File: config.mk
export PLATFORM = sky130hd
export DESIGN_NAME = ps2_keyboard_rx
export DESIGN_NICKNAME = d
export VERILOG_FILES = /design/src/rtl/ps2_keyboard_rx.sv
export SDC_FILE = /design/constraint.sdc
export NUM_CORES = 1
export LEC_CHECK = 0
export CORE_MARGIN = 2
export CORE_UTILIZATION = 59
export DETAILED_ROUTE_END_ITERATION = 16
export PLACE_DENSITY = 0.82
export SLEW_MARGIN = 5
export SYNTH_ARGS = -nofsm -noshare
export SYNTH_HDL_FRONTEND = slang
export SYNTH_SLANG_ARGS = --single-unit
File: constraint.sdc
create_clock -name clk -period 5.7 [get_ports clk]
set_input_delay 1.425 -clock clk [delete_from_list [all_inputs] [get_ports clk]]
set_output_delay 1.425 -clock clk [all_outputs]
set_load 0.02 [all_outputs]
File: src/rtl/ps2_keyboard_rx.sv
// PS/2 keyboard receiver: synchronises the pad signals, deframes 11-bit frames and tracks the held key.
// Define PS2_RX_PARITY_CHECK_EN to reject frames whose data plus parity bits do not hold odd parity.
module ps2_keyboard_rx #(
  parameter int TIMEOUT_CYCLES = 50000
) (
  input  logic       clk,
  input  logic       reset,
  input  logic       ps2_clk,
  input  logic       ps2_data,
  output logic [7:0] data,
  output logic       valid,
  output logic       frame_err,
  output logic [7:0] key
);

  localparam int CW = $clog2(TIMEOUT_CYCLES + 1);
  localparam logic [CW-1:0] TIMEOUT_LAST = CW'(TIMEOUT_CYCLES - 1);

  typedef enum logic [1:0] {IDLE, DATA, PARITY, STOP} state_t;

  state_t        state, state_next;
  logic          clk_s1, clk_s2, clk_hist;
  logic          data_s1, data_s2;
  logic          fall;
  logic [2:0]    bit_cnt, bit_cnt_next;
  logic [7:0]    shift, shift_next;
  logic          parity_good, parity_good_next;
  logic [CW-1:0] count, count_next;
  logic [7:0]    data_next, key_next;
  logic          valid_next, err_next;
  logic          break_pending, break_next;

  // Synchroniser flops idle high so leaving reset cannot look like a falling edge.
  always_ff @(posedge clk) begin
    if (reset) begin
      clk_s1   <= 1'b1;
      clk_s2   <= 1'b1;
      clk_hist <= 1'b1;
      data_s1  <= 1'b1;
      data_s2  <= 1'b1;
    end else begin
      clk_s1   <= ps2_clk;
      clk_s2   <= clk_s1;
      clk_hist <= clk_s2;
      data_s1  <= ps2_data;
      data_s2  <= data_s1;
    end
  end

  assign fall = clk_hist & ~clk_s2;

  always_ff @(posedge clk) begin
    if (reset) begin
      state         <= IDLE;
      bit_cnt       <= '0;
      shift         <= '0;
      parity_good   <= 1'b0;
      count         <= '0;
      data          <= '0;
      key           <= '0;
      valid         <= 1'b0;
      frame_err     <= 1'b0;
      break_pending <= 1'b0;
    end else begin
      state         <= state_next;
      bit_cnt       <= bit_cnt_next;
      shift         <= shift_next;
      parity_good   <= parity_good_next;
      count         <= count_next;
      data          <= data_next;
      key           <= key_next;
      valid         <= valid_next;
      frame_err     <= err_next;
      break_pending <= break_next;
    end
  end

  always_comb begin
    state_next       = state;
    bit_cnt_next     = bit_cnt;
    shift_next       = shift;
    parity_good_next = parity_good;
    count_next       = count;
    data_next        = data;
    key_next         = key;
    break_next       = break_pending;
    valid_next       = 1'b0;
    err_next         = 1'b0;

    // A stalled frame is dropped once the bus has been quiet for TIMEOUT_CYCLES clocks.
    if (state == IDLE || fall) begin
      count_next = '0;
    end else if (count == TIMEOUT_LAST) begin
      count_next = '0;
      state_next = IDLE;
      shift_next = '0;
      err_next   = 1'b1;
    end else begin
      count_next = count + CW'(1);
    end

    if (fall) begin
      case (state)
        IDLE: begin
          if (!data_s2) begin
            state_next   = DATA;
            bit_cnt_next = '0;
          end
        end
        DATA: begin
          shift_next   = {data_s2, shift[7:1]};
          bit_cnt_next = bit_cnt + 3'd1;
          if (bit_cnt == 3'd7) state_next = PARITY;
        end
        PARITY: begin
`ifdef PS2_RX_PARITY_CHECK_EN
          parity_good_next = ^{shift, data_s2};
`else
          parity_good_next = 1'b1;
`endif
          state_next = STOP;
        end
        STOP: begin
          state_next = IDLE;
          if (data_s2 && parity_good) begin
            valid_next = 1'b1;
            data_next  = shift;
            // 0xE0 is only a prefix; 0xF0 arms the release of the next code.
            if (shift == 8'hF0) begin
              break_next = 1'b1;
            end else if (shift != 8'hE0) begin
              if (break_pending) begin
                key_next   = 8'h00;
                break_next = 1'b0;
              end else begin
                key_next = shift;
              end
            end
          end else begin
            err_next = 1'b1;
          end
        end
        default: state_next = IDLE;
      endcase
    end
  end

endmodule
==> qor.csv, run 1 <==
metric,value,unit
outcome,"complete, no violations",
cts hold-fix bufs,0,
Max-slew headroom,21.1,%
Multi-input gate area,978,sq um
Setup CP Type,in -> reg,
Post-route DRC,0,
clock sink count,54,
crit share post-route,61.4,%
Final min period,3.50,ns
I/O Pins,22,
Area Growth Syn to Fin,16.1,%
Max VDD drop,0.000196,V
Die Wd,64.1,um
Post-synth EDFFs,0,
vias per cell,5.56,
largest net degree at the start of global routing,34,
Syn Inst Count,235,
PwrDens,264,nW/um^2
crit path DAT,3.82,ns
die area,4110,sq um
"CTS clk-pin slew, worst paths",0.14,ns
DP HPWL,2490,um
final setup TNS,0,ns
syn_nets,242,
worst hold start,clk_s1$_SDFF_PP1_,
Detailed Route WL,3720,um
insertion delay to the later sink of the worst-skew pair,0.37,ns
first-pass GRT wire length,6440,um
fin. max-slew vios,0,
ranking of synthesized cells by area,"dfxtp_1 (51%), a21oi_1 (5.9%), nand2_1 (4.6%)",
Hold Crit Class,reg -> reg,
Syn Area/Cell,9.08,sq um
Yosys Warn Count,0,
most frequent cells in the layout,"dfxtp_1 (54), nand2_1 (26), a21oi_1 (25), nor2_1 (24), clkdlybuf4s50_1 (21)",
starting density of the core,62.5,%
TritonCTS clock tree,yes,
share of layout cells above drive strength 1,8.24,%
Die H,64.1,um
post_cts resized,0,
vias in the first global route,1460,
DRT iter0 DRCs,149,
# diodes,0,
Worst-Margin Slew,1.17,ns
initial antenna violation count,0,
PortBufs,21,
Final Hold Vio Count,0,
via count,1673,
# Max-Cap Violations,0,
async set or reset register ratio after synthesis,0,%
CTS H-Tree Depth,2,
core area,3420,sq um
1st-pass router iterations,4,
sequential cell area fraction in the yosys report,50.7,%
crit-path cells,"clkdlybuf4s50_1, nor4_1, a22o_1",
Slowest cell on crit path,nor4_1,
Filler cells,276,
Critical Path Start,reset,
Critical Path Max Stage Delay,1.20,ns
Post-Syn Area,2130,sq um
r2r startpoint,clk_hist$_SDFF_PP1_,
Hold WS,0.424,ns
RSZ-0062 raised after global routing,false,
crit path launch type,primary input,
sequential cell area,1080,sq um
Main synth FF type,dfxtp_1,
CP Data Required Time,6.02,ns
fin nets,261,
Seq cells post-synth,54,
cell taking the most area after synthesis,dfxtp_1,
wire per inst,12.4,um
"Remaining Overflow, GRT",0,
post-CTS setup buffer count,0,
GP Congestion,0.812,
Setup Viol. Count Final,0,
"commonest non-fill, non-tap cell in the layout",dfxtp_1,
Leak,0.761,nW
CP max FO,33,
clk buf depth,2,
post-synthesis cell type count,38,
Worst Skew,0.0100,ns
CTS Root Cell,clkbuf_4,
Rows,21,
CP Capture Type,register,
cts bufs inserted,5,
GRT Util Overall,19.7,%
fmax,286,MHz
Antenna Nets Post-Route,0,
top-area cell type share of the netlist area,50.7,%
==> logic make-up after synthesis <==
kind of cell,synth area share [%]
AND/OR/NAND/NOR,25.3
multiplexers,0.469
flip-flops,50.7
buffers and inverters,3.46
XOR/XNOR,5.34
AO/OA/AOI/OAI,13.0
adder cells (fa/ha/maj),1.76
==> routing by layer <==
layer	vias up	global-route usage, %	share of wire, %
met5	-	0	0
met4	0	4.79	0.56
met3	3	5.81	4.1
met2	31	31.6	47
met1	777	26.2	49
li1	862	-	-
==> power breakdown <==
part / internal [mW] / leakage (nW) / switching, mW
logic: 0.00395 / 0.266 / 0.00618
registers: 0.379 / 0.436 / 0.000912
clock network: 0.149 / 0.0585 / 0.114
total: 0.532 / 0.761 / 0.121
==> synth_stat cells (2+ instances only) <==
library cell and n:
clkbuf_1 8, nand4_1 6, nand3_1 6, nor2_1 24
or4b_2 4, o21ai_0 9, nand3b_1 4, xnor2_1 11
a22o_1 8, xor2_1 2, nand2_1 26, or4b_1 2
nor4_1 7, ha_1 3, nor3_1 6, a21oi_1 25
inv_1 6, or2_2 5, dfxtp_1 54
==> per-stage QoR <==
step | total power [mW] | cell area, sq um | std cells | utilization [%] | setup WS, ns
final | 0.653 | 2480 | 301 | 72.5 | 2.20
after global routing | 0.676 | 2480 | 301 | 72.5 | 2.02
after CTS | 0.658 | 2480 | 301 | 72.5 | 2.17
after detailed placement | 0.398 | 2360 | 293 | 69.2 | 1.80
after global placement | 0.398 | 2360 | 293 | 69.2 | 1.95
after floorplan | 0.395 | 2130 | 235 | - | 3.32
==> registers in the layout, summed over array words and instances, names as in the netlist <==
| register | flops |
|---|---|
| count | 16 |
| key | 8 |
| break_pending | 1 |
| clk_s1 | 1 |
| parity_good | 1 |
| data_s1 | 1 |
| data_s2 | 1 |
| shift | 8 |
| state | 2 |
| data | 8 |
| valid | 1 |
| clk_s2 | 1 |
| clk_hist | 1 |
| bit_cnt | 3 |
| frame_err | 1 |
==> final timing paths <==
path | slack [ns] | end | cells past startpoint
min | 0.42 | clk_s2$_SDFF_PP1_ | 1
max reg2reg | 3.18 | key[6]$_SDFFE_PP0P_ | 4
max | 2.20 | shift[7]$_SDFF_PP0_ | 3
min reg2reg | 0.42 | clk_s2$_SDFF_PP1_ | 1
==> cell type report <==
type / count / area share [%]
multi-input combinational: 164 / 39.5
sequential: 54 / 43.7
clock inverter: 2 / 2.43
tap: 46 / 2.32
timing repair buffer: 23 / 9.10
inverter: 6 / 0.910
clock buffer: 6 / 2.07
==> worst max-delay path: cells and delay by family <==
family / cells / cell delay (ns)
buffers and inverters: 1 / 0.95
and+or+nand+nor: 1 / 1.20
AOI/OAI and AO/OA: 1 / 0.24
No activity file was read; power rests on OpenSTA's default activity.
==> inputs of run 2 (changes only) <==
--- a/config.mk
+++ b/config.mk
@@ -6,9 +6,9 @@
 export NUM_CORES = 1
 export LEC_CHECK = 0
 export CORE_MARGIN = 2
-export CORE_UTILIZATION = 59
+export CORE_UTILIZATION = 50
 export DETAILED_ROUTE_END_ITERATION = 16
-export PLACE_DENSITY = 0.82
+export PLACE_DENSITY = 0.74
 export SLEW_MARGIN = 5
 export SYNTH_ARGS = -nofsm -noshare
 export SYNTH_HDL_FRONTEND = slang
==> constraint.sdc (replaced) <==
create_clock -name clk -period 3.1 [get_ports clk]
set_input_delay 0.775 -clock clk [delete_from_list [all_inputs] [get_ports clk]]
set_output_delay 0.775 -clock clk [all_outputs]
set_load 0.02 [all_outputs]
==> run 2 against run 1 <==
Cell area up 2.4%. Critical path depth up 1. Power up 95%. Register-to-register slack worse by 2.3 ns. Global-route usage down 2.6 points. Count of clock-buffer cells in the layout unchanged. Clock skew down 0.0044 ns. Clock power up 110%. Core utilization down 10 points. Combinational power up 96%. Largest power group unchanged.
==> qor.csv, run 2 (same netlist as run 1, synthesis figures left out) <==
metric,value,unit,change
outcome,"complete, no violations",,
GP Congestion,0.784,,-3.5%
Setup CP Type,reg -> reg,,
Critical Path Start,clk_hist$_SDFF_PP1_,,
clock network fraction of total power,43.8,%,+3.6 points
# diodes,0,,unchanged
switching share of total power,17.8,%,-0.74 points
fin nets,264,,+1.1%
Setup Viol. Count Final,0,,unchanged
starting density of the core,52.6,%,-9.9 points
worst reg-to-reg path cell count,4,,unchanged
PwrDens,503,nW/um^2,+91%
GRT Util Overall,17.1,%,-2.6 points
final cell count without fillers,308,,+2.3%
"commonest non-fill, non-tap cell in the layout",dfxtp_1,,
Largest register FFs,16,,unchanged
insertion delay to the later sink of the worst-skew pair,0.30,ns,-0.07 ns
"Remaining Overflow, GRT",0,,unchanged
Hold Crit Class,reg -> reg,,
DP HPWL,2660,um,+6.7%
CTS H-Tree Depth,2,,unchanged
Gate power share,1.6,%,about the same
Die H,69.3,um,+8.1%
largest net degree at the start of global routing,33,,-2.9%
Max-slew headroom,38.5,%,+17 points
CTS Root Cell,clkbuf_8,,
# Max-Cap Violations,0,,unchanged
wire per inst,12.5,um,+1.4%
Worst Skew,0.00566,ns,-0.00436 ns
Antenna Nets Post-Route,0,,unchanged
Leak,0.788,nW,+3.6%
final setup TNS,0,ns,unchanged
vias in the first global route,1520,,+4.1%
I/O Pins,22,,unchanged
cts bufs inserted,5,,unchanged
fmax,451,MHz,
"CP delay by family, top",simple AND/OR/NAND/NOR gates,,
metal3 WL,129,um,-16%
post-CTS setup buffer count,0,,unchanged
cts hold-fix bufs,0,,unchanged
M1 WL,1920,um,+5.6%
Filler cells,363,,+32%
Final Hold Vio Count,0,,unchanged
Inst Count DP,300,,+2.4%
first-pass GRT wire length,6720,um,+4.4%
top sig layer,met4,,
finished layout cell area,2530,sq um,+2.4%
worst reg-to-reg setup slack,0.88,ns,-2.30 ns
most frequent cells in the layout,"dfxtp_1 (54), nand2_1 (26), a21oi_1 (25), nor2_1 (24), clkdlybuf4s50_1 (21)",,
Detailed Route WL,3860,um,+3.8%
Area Growth Syn to Fin,18.8,%,
share of layout cells above drive strength 1,9.30,%,+1.1 points
clk buf depth,2,,unchanged
Post-route DRC,0,,unchanged
switching power,227,uW,+88%
Buf/Inv on CP,0,,-1
PortBufs,21,,unchanged
"CTS clk-pin slew, worst paths",0.09,ns,-0.05 ns
CP max FO,10,,-70%
TritonCTS clock tree,yes,,
fin. max-slew vios,0,,unchanged
CP Capture Type,register,,
vias per cell,5.36,,-3.6%
Worst-Margin Slew,0.917,ns,-0.256 ns
Final min period,2.22,ns,
DRT iter0 DRCs,90,,-40%
Stages on worst setup path,4,,+1
Die Wd,69.3,um,+8.1%
Pint,1.05,mW,+97%
crit share post-route,71.5,%,
die area,4810,sq um,+17%
crit-path cells,"nor2b_1, nand4_1, or4b_2, a21oi_1",,
crit path launch type,register,,
Top reg by flops,count,,
clock sink count,54,,unchanged
crit path DAT,2.45,ns,-1.37 ns
CP Data Required Time,3.33,ns,-2.69 ns
RSZ-0062 raised after global routing,false,,
Max VDD drop,0.000237,V,+21%
Hold WS,0.417,ns,-0.00690 ns
DP Area,2390,sq um,+1.2%
core area,4060,sq um,+19%
r2r startpoint,clk_hist$_SDFF_PP1_,,
Rows,23,,+9.5%
via count,1651,,-1.3%
met2 WL,1760,um,+1.7%
Slowest cell on crit path,or4b_2,,
1st-pass router iterations,4,,unchanged
Worst Setup EP,key[6]$_SDFFE_PP0P_,,
post_cts resized,0,,unchanged
initial antenna violation count,0,,unchanged
register share of total power,54.7,%,-3.5 points
Critical Path Max Stage Delay,0.75,ns,-0.45 ns
reg2reg end,key[6]$_SDFFE_PP0P_,,
-- run 2: metal layers --
| layer | track usage (%) | up-vias |
|---|---|---|
| met3 | 4.51 | 6 |
| li1 | - | 869 |
| met4 | 5.88 | 0 |
| met5 | 0 | - |
| met1 | 22.1 | 751 |
| met2 | 27.8 | 25 |
-- run 2: power groups by stage --
stage / logic [mW] / registers (mW) / clock network (mW)
final: 0.0198 / 0.698 / 0.558
after global routing: 0.0220 / 0.698 / 0.601
after CTS: 0.0198 / 0.698 / 0.575
after detailed placement: 0.0198 / 0.714 / 0
after global placement: 0.0196 / 0.714 / 0
after floorplan: 0.0132 / 0.713 / 0
-- run 2: final cells by class --
type | count | area [sq um] | area share [%]
Sequential cell | 54 | 1080 | 42.6
Multi-Input combinational cell | 164 | 978 | 38.6
Timing Repair Buffer | 26 | 248 | 9.77
Clock buffer | 6 | 82.6 | 3.26
Tap cell | 50 | 62.6 | 2.47
Clock inverter | 2 | 60.1 | 2.37
Inverter | 6 | 22.5 | 0.888
-- run 2: metrics by stage --
| stage | utilization, % | power, mW | setup slack [ns] |
|---|---|---|---|
| floorplan | - | 0.727 | 1.29 |
| finish | 62.5 | 1.28 | 0.883 |
| global route | 62.5 | 1.32 | 0.695 |
| CTS | 62.5 | 1.29 | 0.907 |
| detailed placement | 59.0 | 0.734 | 0.771 |
| global placement | 59.0 | 0.734 | 0.840 |
-- run 2: worst min-delay path by stage --
stage | start | endpoint | depth (start not counted)
floorplan | clk_s1$_SDFF_PP1_ | clk_s2$_SDFF_PP1_ | 1
global placement | data_s1$_SDFF_PP1_ | data_s2$_SDFF_PP1_ | 1
detailed placement | data_s1$_SDFF_PP1_ | data_s2$_SDFF_PP1_ | 1
CTS | data_s1$_SDFF_PP1_ | data_s2$_SDFF_PP1_ | 1
global route | data_s1$_SDFF_PP1_ | data_s2$_SDFF_PP1_ | 1
finish | data_s1$_SDFF_PP1_ | data_s2$_SDFF_PP1_ | 1
-- run 2: worst reg2reg max path, delay by kind of cell, from the launching register on --
kind             cells  cell delay, ns
AO/OA/AOI/OAI        1            0.16
AND/OR/NAND/NOR      3            1.67
flip-flops           1            0.33
